File: src/rtl/cordic_job_sequencer_if.sv
// Handshake bundle for the CORDIC job sequencer: producer, consumer and core pins.
// The master modport is the environment side and the slave modport is the sequencer side.
interface cordic_job_sequencer_if #(
    parameter int DATA_WIDTH = 32
);
    logic                  in_valid;
    logic                  in_ready;
    logic [DATA_WIDTH-1:0] in_angle;
    logic                  out_valid;
    logic                  out_ready;
    logic [DATA_WIDTH-1:0] out_result;
    logic                  out_timeout;
    logic                  cordic_en;
    logic [DATA_WIDTH-1:0] cordic_angle;
    logic [DATA_WIDTH-1:0] cordic_result;
    logic                  cordic_done;
    logic                  busy;

    modport master (
        output in_valid, in_angle, out_ready, cordic_result, cordic_done,
        input  in_ready, out_valid, out_result, out_timeout, cordic_en, cordic_angle, busy
    );

    modport slave (
        input  in_valid, in_angle, out_ready, cordic_result, cordic_done,
        output in_ready, out_valid, out_result, out_timeout, cordic_en, cordic_angle, busy
    );
endinterface

File: src/rtl/cordic_job_sequencer.sv
// Front end for the CORDIC cosine core: input FIFO, one-job-at-a-time issue FSM with watchdog,
// and an output FIFO carrying the result plus a timeout flag.
//
// state   | meaning
// IDLE    | waiting for a queued angle and a free output slot
// ISSUE   | core enabled on a held angle, waiting for done or watchdog expiry
// RELEASE | core disabled, waiting for done to fall before the next job
module cordic_job_sequencer #(
    parameter int                    DATA_WIDTH     = 32,
    parameter int                    IN_DEPTH_LOG2  = 2,
    parameter int                    OUT_DEPTH_LOG2 = 2,
    parameter int                    TIMEOUT        = 63,
    parameter logic [DATA_WIDTH-1:0] NAN_WORD       = 32'h7FC00000
) (
    input logic                    clk,
    input logic                    rst,
    cordic_job_sequencer_if.slave  bus
);
    localparam int IN_D  = 1 << IN_DEPTH_LOG2;
    localparam int OUT_D = 1 << OUT_DEPTH_LOG2;
    localparam logic [IN_DEPTH_LOG2:0]  IN_FULL  = (IN_DEPTH_LOG2 + 1)'(IN_D);
    localparam logic [OUT_DEPTH_LOG2:0] OUT_FULL = (OUT_DEPTH_LOG2 + 1)'(OUT_D);
    localparam logic [7:0]              WD_LIMIT = 8'(TIMEOUT);

    typedef enum logic [1:0] {IDLE, ISSUE, RELEASE} state_t;

    state_t state;

    logic [DATA_WIDTH-1:0]     in_mem [IN_D];
    logic [IN_DEPTH_LOG2-1:0]  in_wr, in_rd;
    logic [IN_DEPTH_LOG2:0]    in_count;

    logic [DATA_WIDTH-1:0]     out_mem [OUT_D];
    logic                      out_to_mem [OUT_D];
    logic [OUT_DEPTH_LOG2-1:0] out_wr, out_rd;
    logic [OUT_DEPTH_LOG2:0]   out_count;

    logic [7:0]                watchdog;
    logic                      done_q;
    logic                      cordic_en_r;
    logic [DATA_WIDTH-1:0]     cordic_angle_r;

    logic in_full, in_empty, in_push, in_pop;
    logic out_empty, out_push, out_pop, out_push_to;
    logic done_rise, job_done, job_timeout, issue;
    logic [DATA_WIDTH-1:0] out_push_data;

    assign in_full   = (in_count == IN_FULL);
    assign in_empty  = (in_count == '0);
    assign in_push   = bus.in_valid & ~in_full;
    // No job is in flight while IDLE, so one free output slot is enough credit.
    assign issue     = (state == IDLE) & ~in_empty & (out_count < OUT_FULL);
    assign in_pop    = issue;

    assign out_empty   = (out_count == '0);
    assign out_pop     = ~out_empty & bus.out_ready;
    assign done_rise   = bus.cordic_done & ~done_q;
    assign job_done    = (state == ISSUE) & done_rise;
    assign job_timeout = (state == ISSUE) & ~done_rise & (watchdog == WD_LIMIT);
    assign out_push    = job_done | job_timeout;
    assign out_push_to = job_timeout;
    assign out_push_data = job_done ? bus.cordic_result : NAN_WORD;

    assign bus.in_ready     = ~in_full;
    assign bus.out_valid    = ~out_empty;
    assign bus.out_result   = out_empty ? '0 : out_mem[out_rd];
    assign bus.out_timeout  = out_empty ? 1'b0 : out_to_mem[out_rd];
    assign bus.cordic_en    = cordic_en_r;
    assign bus.cordic_angle = cordic_angle_r;
    assign bus.busy         = (state != IDLE) | ~in_empty | ~out_empty;

    always_ff @(posedge clk) begin
        if (in_push) in_mem[in_wr] <= bus.in_angle;
        if (out_push) begin
            out_mem[out_wr]    <= out_push_data;
            out_to_mem[out_wr] <= out_push_to;
        end
    end

    always_ff @(posedge clk) begin
        if (rst) begin
            in_wr     <= '0;
            in_rd     <= '0;
            in_count  <= '0;
            out_wr    <= '0;
            out_rd    <= '0;
            out_count <= '0;
        end else begin
            if (in_push)  in_wr  <= in_wr + 1'b1;
            if (in_pop)   in_rd  <= in_rd + 1'b1;
            if (out_push) out_wr <= out_wr + 1'b1;
            if (out_pop)  out_rd <= out_rd + 1'b1;
            case ({in_push, in_pop})
                2'b10:   in_count <= in_count + 1'b1;
                2'b01:   in_count <= in_count - 1'b1;
                default: in_count <= in_count;
            endcase
            case ({out_push, out_pop})
                2'b10:   out_count <= out_count + 1'b1;
                2'b01:   out_count <= out_count - 1'b1;
                default: out_count <= out_count;
            endcase
        end
    end

    always_ff @(posedge clk) begin
        if (rst) begin
            state          <= IDLE;
            cordic_en_r    <= 1'b0;
            cordic_angle_r <= '0;
            watchdog       <= '0;
            done_q         <= 1'b0;
        end else begin
            done_q <= bus.cordic_done;
            case (state)
                IDLE: begin
                    if (issue) begin
                        cordic_angle_r <= in_mem[in_rd];
                        cordic_en_r    <= 1'b1;
                        watchdog       <= '0;
                        state          <= ISSUE;
                    end
                end
                ISSUE: begin
                    watchdog <= watchdog + 1'b1;
                    if (out_push) begin
                        cordic_en_r <= 1'b0;
                        state       <= RELEASE;
                    end
                end
                RELEASE: begin
                    // Guarantees the core sees clk_en low and done low before the next job.
                    if (!bus.cordic_done) state <= IDLE;
                end
                default: state <= IDLE;
            endcase
        end
    end
endmodule

File: src/flat_wrapper.sv
// flat-port wrapper written by rule: the top's interface ports become plain ports
module cordic_job_sequencer_flat 
#(
    parameter int                    DATA_WIDTH     = 32,
    parameter int                    IN_DEPTH_LOG2  = 2,
    parameter int                    OUT_DEPTH_LOG2 = 2,
    parameter int                    TIMEOUT        = 63,
    parameter logic [DATA_WIDTH-1:0] NAN_WORD       = 32'h7FC00000
)
  (clk, rst, bus_in_valid, bus_in_angle, bus_out_ready, bus_cordic_result, bus_cordic_done, bus_in_ready, bus_out_valid, bus_out_result, bus_out_timeout, bus_cordic_en, bus_cordic_angle, bus_busy);
  cordic_job_sequencer_if #(.DATA_WIDTH(DATA_WIDTH)) bus_i ();
  input logic clk;
  input logic rst;
  input wire logic [$bits(bus_i.in_valid)-1:0] bus_in_valid;
  input wire logic [$bits(bus_i.in_angle)-1:0] bus_in_angle;
  input wire logic [$bits(bus_i.out_ready)-1:0] bus_out_ready;
  input wire logic [$bits(bus_i.cordic_result)-1:0] bus_cordic_result;
  input wire logic [$bits(bus_i.cordic_done)-1:0] bus_cordic_done;
  output wire logic [$bits(bus_i.in_ready)-1:0] bus_in_ready;
  output wire logic [$bits(bus_i.out_valid)-1:0] bus_out_valid;
  output wire logic [$bits(bus_i.out_result)-1:0] bus_out_result;
  output wire logic [$bits(bus_i.out_timeout)-1:0] bus_out_timeout;
  output wire logic [$bits(bus_i.cordic_en)-1:0] bus_cordic_en;
  output wire logic [$bits(bus_i.cordic_angle)-1:0] bus_cordic_angle;
  output wire logic [$bits(bus_i.busy)-1:0] bus_busy;
  assign bus_i.in_valid = bus_in_valid;
  assign bus_i.in_angle = bus_in_angle;
  assign bus_i.out_ready = bus_out_ready;
  assign bus_i.cordic_result = bus_cordic_result;
  assign bus_i.cordic_done = bus_cordic_done;
  assign bus_in_ready = bus_i.in_ready;
  assign bus_out_valid = bus_i.out_valid;
  assign bus_out_result = bus_i.out_result;
  assign bus_out_timeout = bus_i.out_timeout;
  assign bus_cordic_en = bus_i.cordic_en;
  assign bus_cordic_angle = bus_i.cordic_angle;
  assign bus_busy = bus_i.busy;
  cordic_job_sequencer #(.DATA_WIDTH(DATA_WIDTH), .IN_DEPTH_LOG2(IN_DEPTH_LOG2), .OUT_DEPTH_LOG2(OUT_DEPTH_LOG2), .TIMEOUT(TIMEOUT), .NAN_WORD(NAN_WORD)) u_core (.clk(clk), .rst(rst), .bus(bus_i));
endmodule
File: config.mk
export PLATFORM = sky130hd
export DESIGN_NAME = cordic_job_sequencer_flat
export DESIGN_NICKNAME = d
export VERILOG_FILES = /design/src/rtl/cordic_job_sequencer_if.sv /design/src/rtl/cordic_job_sequencer.sv /design/src/flat_wrapper.sv
export SDC_FILE = /design/constraint.sdc
export NUM_CORES = 1
export LEC_CHECK = 0
export CELL_PAD_IN_SITES_DETAIL_PLACEMENT = 1
export CELL_PAD_IN_SITES_GLOBAL_PLACEMENT = 1
export CORE_MARGIN = 4
export CORE_UTILIZATION = 51
export DETAILED_ROUTE_END_ITERATION = 8
export PLACE_DENSITY_LB_ADDON = 0.3
export SYNTH_ARGS = -nofsm -noshare
export SYNTH_HDL_FRONTEND = slang
export SYNTH_SLANG_ARGS = --single-unit
export TNS_END_PERCENT = 30
File: constraint.sdc
create_clock -name clk -period 7.3 [get_ports clk]
set_clock_uncertainty 0.1 [all_clocks]
set_input_delay 0.73 -clock clk [delete_from_list [all_inputs] [get_ports clk]]
set_output_delay 0.73 -clock clk [all_outputs]
set_load 0.02 [all_outputs]
==> summary.md <==
| Metric | Value |
|---|---|
| DIE AREA | `0.02686 mm²` |
| Share of cells above drive strength 1 | `15.37%` |
| Global route overflow | `0` |
| Port bufs | `137` |
| FP Rows | `56` |
| Post-synthesis register bit count | `320` |
| Post-CTS sizing | `0` |
| Syn Area/Cell | `17.17 µm²` |
| Largest area contributor in the netlist | `edfxtp_1` |
| Clock-pin slew on the worst setup and hold paths | `60 ps` |
| Final setup vio count | `0` |
| DR DRC count | `0` |
| Comb power frac | `27.3%` |
| Most crowded layer after global routing | `met2` |
| RSZ-0062 raised after global routing | `no` |
| Critical Path RT | `6470 ps` |
| Post-Syn Area | `0.01239 mm²` |
| Post-synth top area share | `63.00%` |
| Peak Freq | `266.8 MHz` |
| Skew-Pair Late Insertion Delay | `500 ps` |
| Status | `finished clean` |
| Dominant synthesized flop cell | `edfxtp_1` |
| Hold Crit Class | `flop to flop` |
| Setup tns final | `0 ps` |
| Tcrit/Tclk final | `51.34%` |
| WS Path Type | `flop to output pin` |
| Post-CTS Setup Repair Bufs | `0` |
| Total CTS buffers | `34` |
| Global-route met3 utilization | `4.266%` |
| Die width | `163.9 µm` |
| Sequential power share | `42.3%` |
| CTS Root Cell | `clkbuf_16` |
| First-pass GRT wire length | `44360 µm` |
| Worst-Margin Slew | `1180 ps` |
| Initial Utilization | `52.33%` |
| Synth area leaders | `edfxtp_1 (63%), mux4_2 (12%), dfxtp_1 (9.7%)` |
| Fillers | `2140` |
| Warnings from Yosys | `0` |
| Layout Cells excl Fill | `1204` |
| Global-route total usage across every layer | `21.79%` |
| Core area | `0.02368 mm²` |
| Min Tclk post-route | `3748 ps` |
| Antenna cells | `0` |
| Mapped Nets | `804` |
| Power, Total | `5484 µW` |
| Clock power frac | `30.4%` |
| Routing usage on met2 | `40.00%` |
| Worst path arrival time | `2920 ps` |
| Die height | `163.9 µm` |
| Cell with the most instances after synthesis | `edfxtp_1` |
| Sequential element share of the synthesized area | `72.69%` |
| Iter 0 DRT Violations | `437` |
| Placed insts | `1143` |
| Async SR Flop Fraction | `0%` |
| Reg2Reg Setup Slack | `3750 ps` |
| Synthesis-to-finish area growth | `21.59%` |
| Dpl hpwl | `17010 µm` |
| Max Cap Violations | `0` |
| CP max FO | `37` |
| Finished Core Util | `63.63%` |
| CTS Buffer Depth | `3` |
| Post-Syn Instances | `722` |
| Pint | `3845 µW` |
| Antenna violations before repair | `0` |
| Cell variety after synth | `43` |
| Fin Hold WS | `373.0 ps` |
| Critical path launch point type | `flop` |
| Fin. Hold Viols | `0` |
| Post-DR wirelength/cell | `23.61 µm` |
| EDFF count, synth | `260` |
| Critical-path cell list | `or3_1 -> or4_1 -> clkdlybuf4s50_1` |
| CTS Sinks | `320` |
| Relative slew slack | `21.35%` |
| Via count | `6718` |
| Via density | `5.580` |
| Nets | `942` |
| NetSw | `1639 µW` |
| CP endpoint kind | `output pin` |
| Static leakage | `0.004961 µW` |
| Placer Congestion | `0.7431` |
| # IOs | `138` |
| Peak supply drop | `0.2142 mV` |
| H-tree levels | `2` |
| GR Layer Usage met1 | `26.53%` |
| Pre-Repair DR Iteration Count | `4` |
| Final WL | `28430 µm` |
| Vias in the first global route | `7782` |
| Post-synth top cells | `edfxtp_1 (260), nand2_1 (71), mux4_2 (65), dfxtp_1 (60), a21oi_1 (47)` |
| Slowest-stage cell, CP | `or3_1` |
| CTS tree | `built` |
| Largest net degree at the start of global routing | `62` |
| Switch share | `29.89%` |
| Worst path max stage delay | `860 ps` |
| Hold Buf Count CTS | `0` |
| Slew Viols, Final | `0` |
| Detail Route Antenna Nets | `0` |
| PD cells | `364.0 mW/mm²` |
==> sequential cells by signal, summed over array words and instances, names as in the netlist, named ones only <==
name / count
u_core.in_mem: 128
u_core.out_mem: 128
u_core.bus.cordic_angle: 32
u_core.watchdog: 8
u_core.out_to_mem: 4
u_core.in_count: 3
u_core.out_count: 3
u_core.in_rd: 2
u_core.in_wr: 2
u_core.out_rd: 2
u_core.out_wr: 2
u_core.state: 2
u_core.bus.cordic_en: 1
u_core.done_q: 1
==> kinds of logic after synthesis <==
family	synth area share [%]
compound gates	2.544
xor+xnor	0.7067
fa+ha+maj	1.434
buf+inv	2.372
flops	72.69
mux	11.81
simple gates	8.440
==> per-layer routing <==
layer / routed length [µm] / share of wire (%)
met4: 411 / 1.4
met3: 1518 / 5.3
met2: 15470 / 54
met1: 11030 / 39
met5: 0 / 0
==> cell type report <==
class | instances | area (µm²) | share of cell area (%)
Timing Repair Buffer | 142 | 1404 | 9.317
Multi-Input combinational cell | 345 | 3100 | 20.58
Inverter | 17 | 63.81 | 0.4235
Tap cell | 319 | 399.1 | 2.649
Clock inverter | 9 | 75.07 | 0.4982
Clock buffer | 52 | 1012 | 6.718
Sequential cell | 320 | 9014 | 59.82
==> power groups by stage <==
stage / logic [µW] / registers [µW] / clock network (µW)
after floorplan: 935 / 2360 / 0
after detailed placement: 1510 / 2360 / 0
final: 1490 / 2320 / 1670
after CTS: 1530 / 2320 / 1710
after global placement: 1450 / 2340 / 0
after global routing: 1630 / 2340 / 1790
==> metrics by stage <==
step / cell area [µm²] / worst slack (ps)
finish: 15070 / 3552
global route: 15070 / 3379
CTS: 15070 / 3430
detailed placement: 13980 / 3743
global placement: 13980 / 3851
floorplan: 12390 / 4608
==> critical path: cells and delay by family (launching register included) <==
kind                   cells  cell delay, ps
and+or+nand+nor            2            1510
buffers and inverters      1             570
DFF                        1             330
==> cell usage in the layout (no fill, tap or decap), types with 5 or more instances in the layout <==
master,instances
buf_4,5
xor2_1,6
clkbuf_16,37
inv_1,16
nor3_1,8
and3_1,24
nand2b_1,6
ha_1,11
dfxtp_1,56
nand2_1,71
nand3_1,8
and2_1,35
edfxtp_1,260
nor2_1,19
a21oi_1,47
clkbuf_1,12
clkdlybuf4s50_1,136
mux4_2,65
==> path summary, 6_finish.rpt <==
check | startpoint | endpoint | cells past startpoint
hold / removal | u_core.bus.cordic_angle[9] | u_core.bus.cordic_angle[9] | 2
hold reg to reg | u_core.bus.cordic_angle[9] | u_core.bus.cordic_angle[9] | 2
setup / recovery | u_core.out_count[0] | bus_busy | 3
setup reg to reg | u_core.state[0] | u_core.in_count[2] | 9
Note: power is estimated with default switching activity, not from simulation.
